===== config.mk =====
export PLATFORM = sky130hd
export DESIGN_NAME = or16_result_skid
export DESIGN_NICKNAME = d
export VERILOG_FILES = /design/src/rtl/or16_result_skid.sv
export SDC_FILE = /design/constraint.sdc
export NUM_CORES = 1
export LEC_CHECK = 0
export ABC_AREA = 0
export CAP_MARGIN = 10
export CORE_UTILIZATION = 49
export DETAILED_ROUTE_END_ITERATION = 8
export GPL_TIMING_DRIVEN = 0
export PLACE_DENSITY = 0.79
export SLEW_MARGIN = 10
export SYNTH_ARGS = -nofsm -noshare
export SYNTH_HDL_FRONTEND = slang
export SYNTH_SLANG_ARGS = --single-unit

===== constraint.sdc =====
create_clock -name clk -period 2.35 [get_ports clk]
set_clock_uncertainty 0.2 [all_clocks]
set_input_delay 0.235 -clock clk [delete_from_list [all_inputs] [get_ports clk]]
set_output_delay 0.235 -clock clk [all_outputs]
set_load 0.01 [all_outputs]

===== src/rtl/or16_result_skid.sv =====
// Two-entry skid buffer between the combinational Or16 stage and a valid/ready consumer.
// Handshake flags decode from registered state only, so out_ready never reaches in_ready.
module or16_result_skid #(
    parameter int unsigned WIDTH = 16
) (
    input  logic             clk,
    input  logic             rst,
    input  logic             in_valid,
    output logic             in_ready,
    input  logic [WIDTH-1:0] in_data,
    output logic             out_valid,
    input  logic             out_ready,
    output logic [WIDTH-1:0] out_data,
    output logic             out_nonzero,
    output logic [15:0]      xfer_count
);

    typedef enum logic [1:0] {StEmpty, StOne, StFull} state_e;

    state_e           state_q, state_d;
    logic [WIDTH-1:0] main_q, main_d;
    logic [WIDTH-1:0] skid_q, skid_d;
    logic [15:0]      count_q, count_d;
    logic             accept;
    logic             pop;

    assign out_valid   = (state_q != StEmpty);
    assign in_ready    = (state_q != StFull);
    assign out_data    = main_q;
    assign out_nonzero = out_valid & (|main_q);
    assign xfer_count  = count_q;

    assign accept = in_valid & in_ready;
    assign pop    = out_valid & out_ready;

    always_comb begin
        state_d = state_q;
        main_d  = main_q;
        skid_d  = skid_q;
        count_d = pop ? count_q + 16'd1 : count_q;
        unique case (state_q)
            StEmpty: begin
                if (accept) begin
                    state_d = StOne;
                    main_d  = in_data;
                end
            end
            StOne: begin
                if (accept && pop) begin
                    main_d = in_data;
                end else if (accept) begin
                    state_d = StFull;
                    skid_d  = in_data;
                end else if (pop) begin
                    state_d = StEmpty;
                end
            end
            StFull: begin
                // in_ready is low here, so only a pop can move the state
                if (pop) begin
                    state_d = StOne;
                    main_d  = skid_q;
                end
            end
            default: state_d = StEmpty;
        endcase
    end

    always_ff @(posedge clk or posedge rst) begin
        if (rst) begin
            state_q <= StEmpty;
            main_q  <= '0;
            skid_q  <= '0;
            count_q <= '0;
        end else begin
            state_q <= state_d;
            main_q  <= main_d;
            skid_q  <= skid_d;
            count_q <= count_d;
        end
    end

endmodule


# --- Word level (Yosys, flattened, before mapping) ---
# Index checks and enable logic that the tools add are counted.
op_classes:
  n_addsub: 1
  mul: 0
  div: 0
  n_lt_le_gt_ge: 0
  n_eq_ne: 8
  shifts: 0
  muxes: 10
  n_bitwise: 4
  n_reduce_logical: 8
ops:
  columns: ["cell", "n"]
  rows:
  - ["two-way mux 16 bit", 3]
  - ["case mux 16 bit (3 select lines)", 1]
  - ["adder 16 x 1 -> 16 bit, second input constant", 1]
  - ["OR reduction 16 bit", 1]
  - ["two-way mux 2 bit", 5]
  - ["!= test 2 bit, second input constant", 5]
  - ["AND reduction 4 bit", 2]
  - ["case mux 2 bit (3 select lines)", 1]
  - ["bitwise AND 1 bit", 3]
  - ["!= test 3 bit, second input constant", 1]
  - ["AND reduction 3 bit", 1]
  - ["nonzero test 3 bit", 1]
  - ["== test 2 x 1 -> 1 bit, second input constant", 1]
  - ["== test 2 bit, second input constant", 1]
  - ["zero test 2 bit", 1]
  - ["nonzero test 2 bit", 1]
  - ["logical AND 1 bit", 1]
  - ["inverter 1 bit", 1]
totals:
  regBits: 50
  latch_bits: 0
  mem_bits_rw: 0
  mem_bits_ro: 0
  in_bits: 20
  out_inout_bits: 35
  wordCells: 35
  mem_count: 0

# --- Longest topological paths before layout ---
depth:
  depth_word: 6
  depth_mapped: 6
  ltp_nobuf: 5

# --- Least setup slack after synthesis ---
# No wires, ideal clock.
synth_path:
  path_type: "reg-to-reg"
  from: "register state_q[1]"
  to: "register skid_q[0]"
  setup_time_ns: 0.125
  t_arrival_ns: 1.296
  t_required_ns: 2.025
  setup_slack_ns: 0.728
  path_stages_with_launch: 6
  n_path_buf: 2
  synth_period_minus_slack_ns: 1.622
  path_cell_list: "dfrtp_1 -> nor2b_2 -> nor2b_4 -> buf_6 -> buf_12 -> mux2_4"
synth_via:
  elab_chain_cells: 5
  word_cells_on_any_way: 8
  cone_classes: "2 x eq/ne; 3 x bitwise; 3 x reduce/logical"
synth_rtl:
  columns: ["element", "line", "text"]
  rows:
  - ["from (decl)", "20", "state_e state_q, state_d;"]
  - ["from (signal assigned)", "71", "state_q <= StEmpty;"]
  - ["from (signal assigned)", "76", "state_q <= state_d;"]
  - ["!= test 2 bit / nonzero test 2 bit (equally long branches)", "28, 27", null]
  - ["bitwise AND 1 bit (on tied branches)", "33, 34", null]
  - ["logical AND 1 bit", "49", "if (accept && pop) begin"]
  - ["inverter 1 bit (no line)", null, null]
  - ["AND reduction 3 bit (no line) *", null, null]
  - ["to (signal assigned)", "78", "skid_q <= skid_d;"]
  - ["to (decl)", "22", "logic [WIDTH-1:0] skid_q, skid_d;"]
# Mark *: on every way between the ends. The rest lies on a longest branch, timed or not.
# A chain may end at the register's enable or synchronous reset.

# --- Final worst setup path ---
layout_path:
  from: "register main_q[15], in the netlist out_data[15]"
  to: "output port out_nonzero"
layout_via:
  elab_chain_cells: 2
layout_rtl:
  columns: ["element", "line", "text"]
  rows:
  - ["from (decl)", "21", "logic [WIDTH-1:0] main_q, main_d;"]
  - ["from (signal assigned)", "77", "main_q <= main_d;"]
  - ["OR reduction 16 bit", "30", "assign out_nonzero = out_valid & (|main_q);"]
  - ["bitwise AND 1 bit", "30", null]
  - ["to (decl)", "14", "output logic out_nonzero,"]
# Every way passes these cells.

==> results.ini <==
[global_routing]
grt_use_total = 0.199
grt_pass1_wl_um = 7560
grt_max_degree = 27
grt_overflow_total = 0
grt_pass1_vias = 1572
antenna_found_initial = 0

[sta]
max-slew-margin-rel = 0.627
timing.hold.ws_ns = 0.0980
worst_pin_slew_ns = 0.558
period_minus_slack_ns = 2.30
fmax_mhz = 434
maxSlewViolCount = 0
finalSetupViolCount = 0
rsz0062_at_grt = false
post-route-period-util = 0.980
hold_viol_final = 0
fin_tns_setup_ns = 0

[clock_tree]
cts_buffers = 5
clock-sinks = 50
cts_tree = yes
htreeDepth = 2
cts_buffer_depth = 2
cts_setup_buffers = 0
clkTransAtPathRegs_ns = 0.09
clock_latency_ns = 0.30
ctsRootBufferMaster = clkbuf_8

[synthesis]
synth_xor_area_frac = 0.0575
synth_compound_area_frac = 0.0564
synthAdderAreaFrac = 0.00548
syn_area_um2 = 2280
synth_cells = 183
ys_ff_latch = 50
synth_top_family_by_area = multiplexers
synth.avg_cell_area_um2 = 12.5
seq_area_frac_synth = 0.548
ys.warnings.count = 0
yosys.area_share.simple = 0.117
syn-num-nets = 204
muxShareOfSynthArea = 0.170
ys_types = 29

[worst_setup_path]
r2r-start = state_q[1]
slowest_stage = clkdlybuf4s50_1
crit_type = flop to primary output
cpPeakStageDelay_ns = 0.53
start_kind = flop
r2r_setup_slack_ns = 0.59
cp-end-kind = primary output
reg2reg_to = skid_q[2]
crit_fanout = 3
crit_chain = nor4_1, a41oi_1, clkdlybuf4s50_1
cp.arrival_ns = 1.87
r2r_cells = 5
crit_required_ns = 1.91

[final_layout]
final_core_util = 0.681
drive_above_1_share = 0.171
n_antenna_cell = 0
design_area_um2 = 3010
stdcell_count = 298
area_growth_pct = 31.6
nets = 266

[placed_design]
hpwlAfterDp_um = 3220
routabilityCongestion = 0.734
place_area_um2 = 2900
portBuffers = 53
dp.cells = 289

[routing]
via_count = 1588
route.antenna.remaining_nets = 0
route.detailed.drc = 0
firstDrtPassIters = 4
wire_per_inst_um = 14.9
wl_um = 4450
viasPerCell = 5.33
drt_iter0_markers = 75

[floorplanning]
num_io_pins = 55
die_w_um = 70.3
rows = 24
core_area_um2 = 4410
start_util = 0.517
die_h_um = 70.3
die_area_um2 = 4940

[job]
drv_cap = 0

[status]
run_status = finished clean

[power]
power_density_nw_per_um2 = 913
vdd_drop_max_mv = 0.506
p_leak_nw = 1.25

[min_path]
hold_class = input pin to asynchronous set/reset pin

==> cell usage after synthesis (all sizes together) <==
cell type	number	area (µm²)
o21ai	1	8.76
xnor2	12	105
a22o	1	10.0
mux2	17	229
and3	2	12.5
ha	1	12.5
nand2	4	15.0
nand4	3	18.8
mux2i	16	160
nand3	6	30.0
nor2	21	81.3
nor4	4	25.0
nor3	1	16.3
nor2b	4	35.0
and4	3	26.3
nand2b	1	6.26
xor2	3	26.3
a21oi	19	95.1
dfrtp	50	1250
inv	4	15.0
buf	8	88.8
a41oi	1	8.76
o22ai	1	6.26
==> cell usage in the layout (no fill, tap or decap), types with 2 or more instances in the layout <==
cell / Yosys / layout
buf_12: 2 / 3
xor2_1: 3 / 3
mux2i_1: 16 / 16
nand2_1: 4 / 4
nor2_1: 20 / 20
nor4_1: 4 / 4
mux2_4: 10 / 10
mux2_2: 7 / 7
nand3_1: 6 / 6
dfrtp_1: 50 / 49
clkbuf_8: 0 / 6
and3_1: 2 / 2
nor2b_1: 2 / 2
buf_6: 3 / 3
clkdlybuf4s50_1: 0 / 53
and4_1: 3 / 3
nand4_1: 3 / 3
inv_1: 4 / 3
xnor2_1: 12 / 12
a21oi_1: 19 / 19
buf_2: 3 / 3
==> cells by family (layout without fill, tap and decap cells) <==
kind of cell             after synthesis  in the layout
flip-flops                            50             50
AND/OR/NAND/NOR                       49             49
multiplexers                          33             33
AO/OA/AOI/OAI                         23             23
XOR/XNOR                              15             15
buffers and inverters                 12             75
adder cells (fa/ha/maj)                1              1
==> per-layer routing <==
layer | track usage | part of all wire
met1 | 0.263 | 0.46
met2 | 0.317 | 0.49
met3 | 0.0505 | 0.035
met4 | 0.0667 | 0.012
met5 | 0 | 0
==> what timing repair did <==
action | 4_1_cts | 5_1_grt
hold endpoints to repair | 1 | 0
setup endpoints to repair | 0 | 1
hold buffers | 1 | 0
resized for setup | 0 | 1
==> report_power, final <==
| group | internal [mW] | total, mW | leakage, nW | switching [mW] |
|---|---|---|---|---|
| Combinational | 0.550 | 0.906 | 0.598 | 0.357 |
| Sequential | 1.11 | 1.31 | 0.601 | 0.205 |
| Clock | 0.237 | 0.521 | 0.0472 | 0.284 |
| Total | 1.90 | 2.74 | 1.25 | 0.846 |
==> layout make-up <==
| class | count | area (µm²) |
|---|---|---|
| fill | 339 | 1410 |
| clock buffer | 6 | 82.6 |
| inverter | 4 | 15.0 |
| buffer | 8 | 88.8 |
| multi-input combinational | 121 | 928 |
| tap | 52 | 65.1 |
| sequential | 50 | 1250 |
| timing repair buffer | 55 | 561 |
| clock inverter | 2 | 12.5 |
==> how the worst max path moves through the flow <==
stage / from / end / slack [ns] / cells past startpoint
floorplan: rst / out_data[0] / 0.71 / 1
global placement: rst / skid_q[9] / -0.24 / 2
detailed placement: in_valid / skid_q[6] / 0.29 / 6
CTS: state_q[1] / in_ready / 0.03 / 5
global route: out_data[0] / out_nonzero / 0.02 / 3
finish: out_data[15] / out_nonzero / 0.05 / 3
==> metrics by stage <==
stage | setup slack [ns] | power (mW)
floorplan | 0.714 | 1.80
global placement | -0.239 | 2.21
detailed placement | 0.293 | 2.24
CTS | 0.0306 | 2.77
global route | 0.0207 | 2.91
finish | 0.0463 | 2.74
==> sequential cells by signal, indices dropped and copies added (netlist names) <==
signal and count:
xfer_count 16, out_data 16, skid_q 16, state_q 2
==> critical path: cells and delay by family, from the launching register on <==
family / cells / cell delay [ns]
AOI/OAI and AO/OA: 1 / 0.19
buffers and inverters: 1 / 0.53
DFF: 1 / 0.40
and+or+nand+nor: 1 / 0.44
No activity file was read; power rests on OpenSTA's default activity.
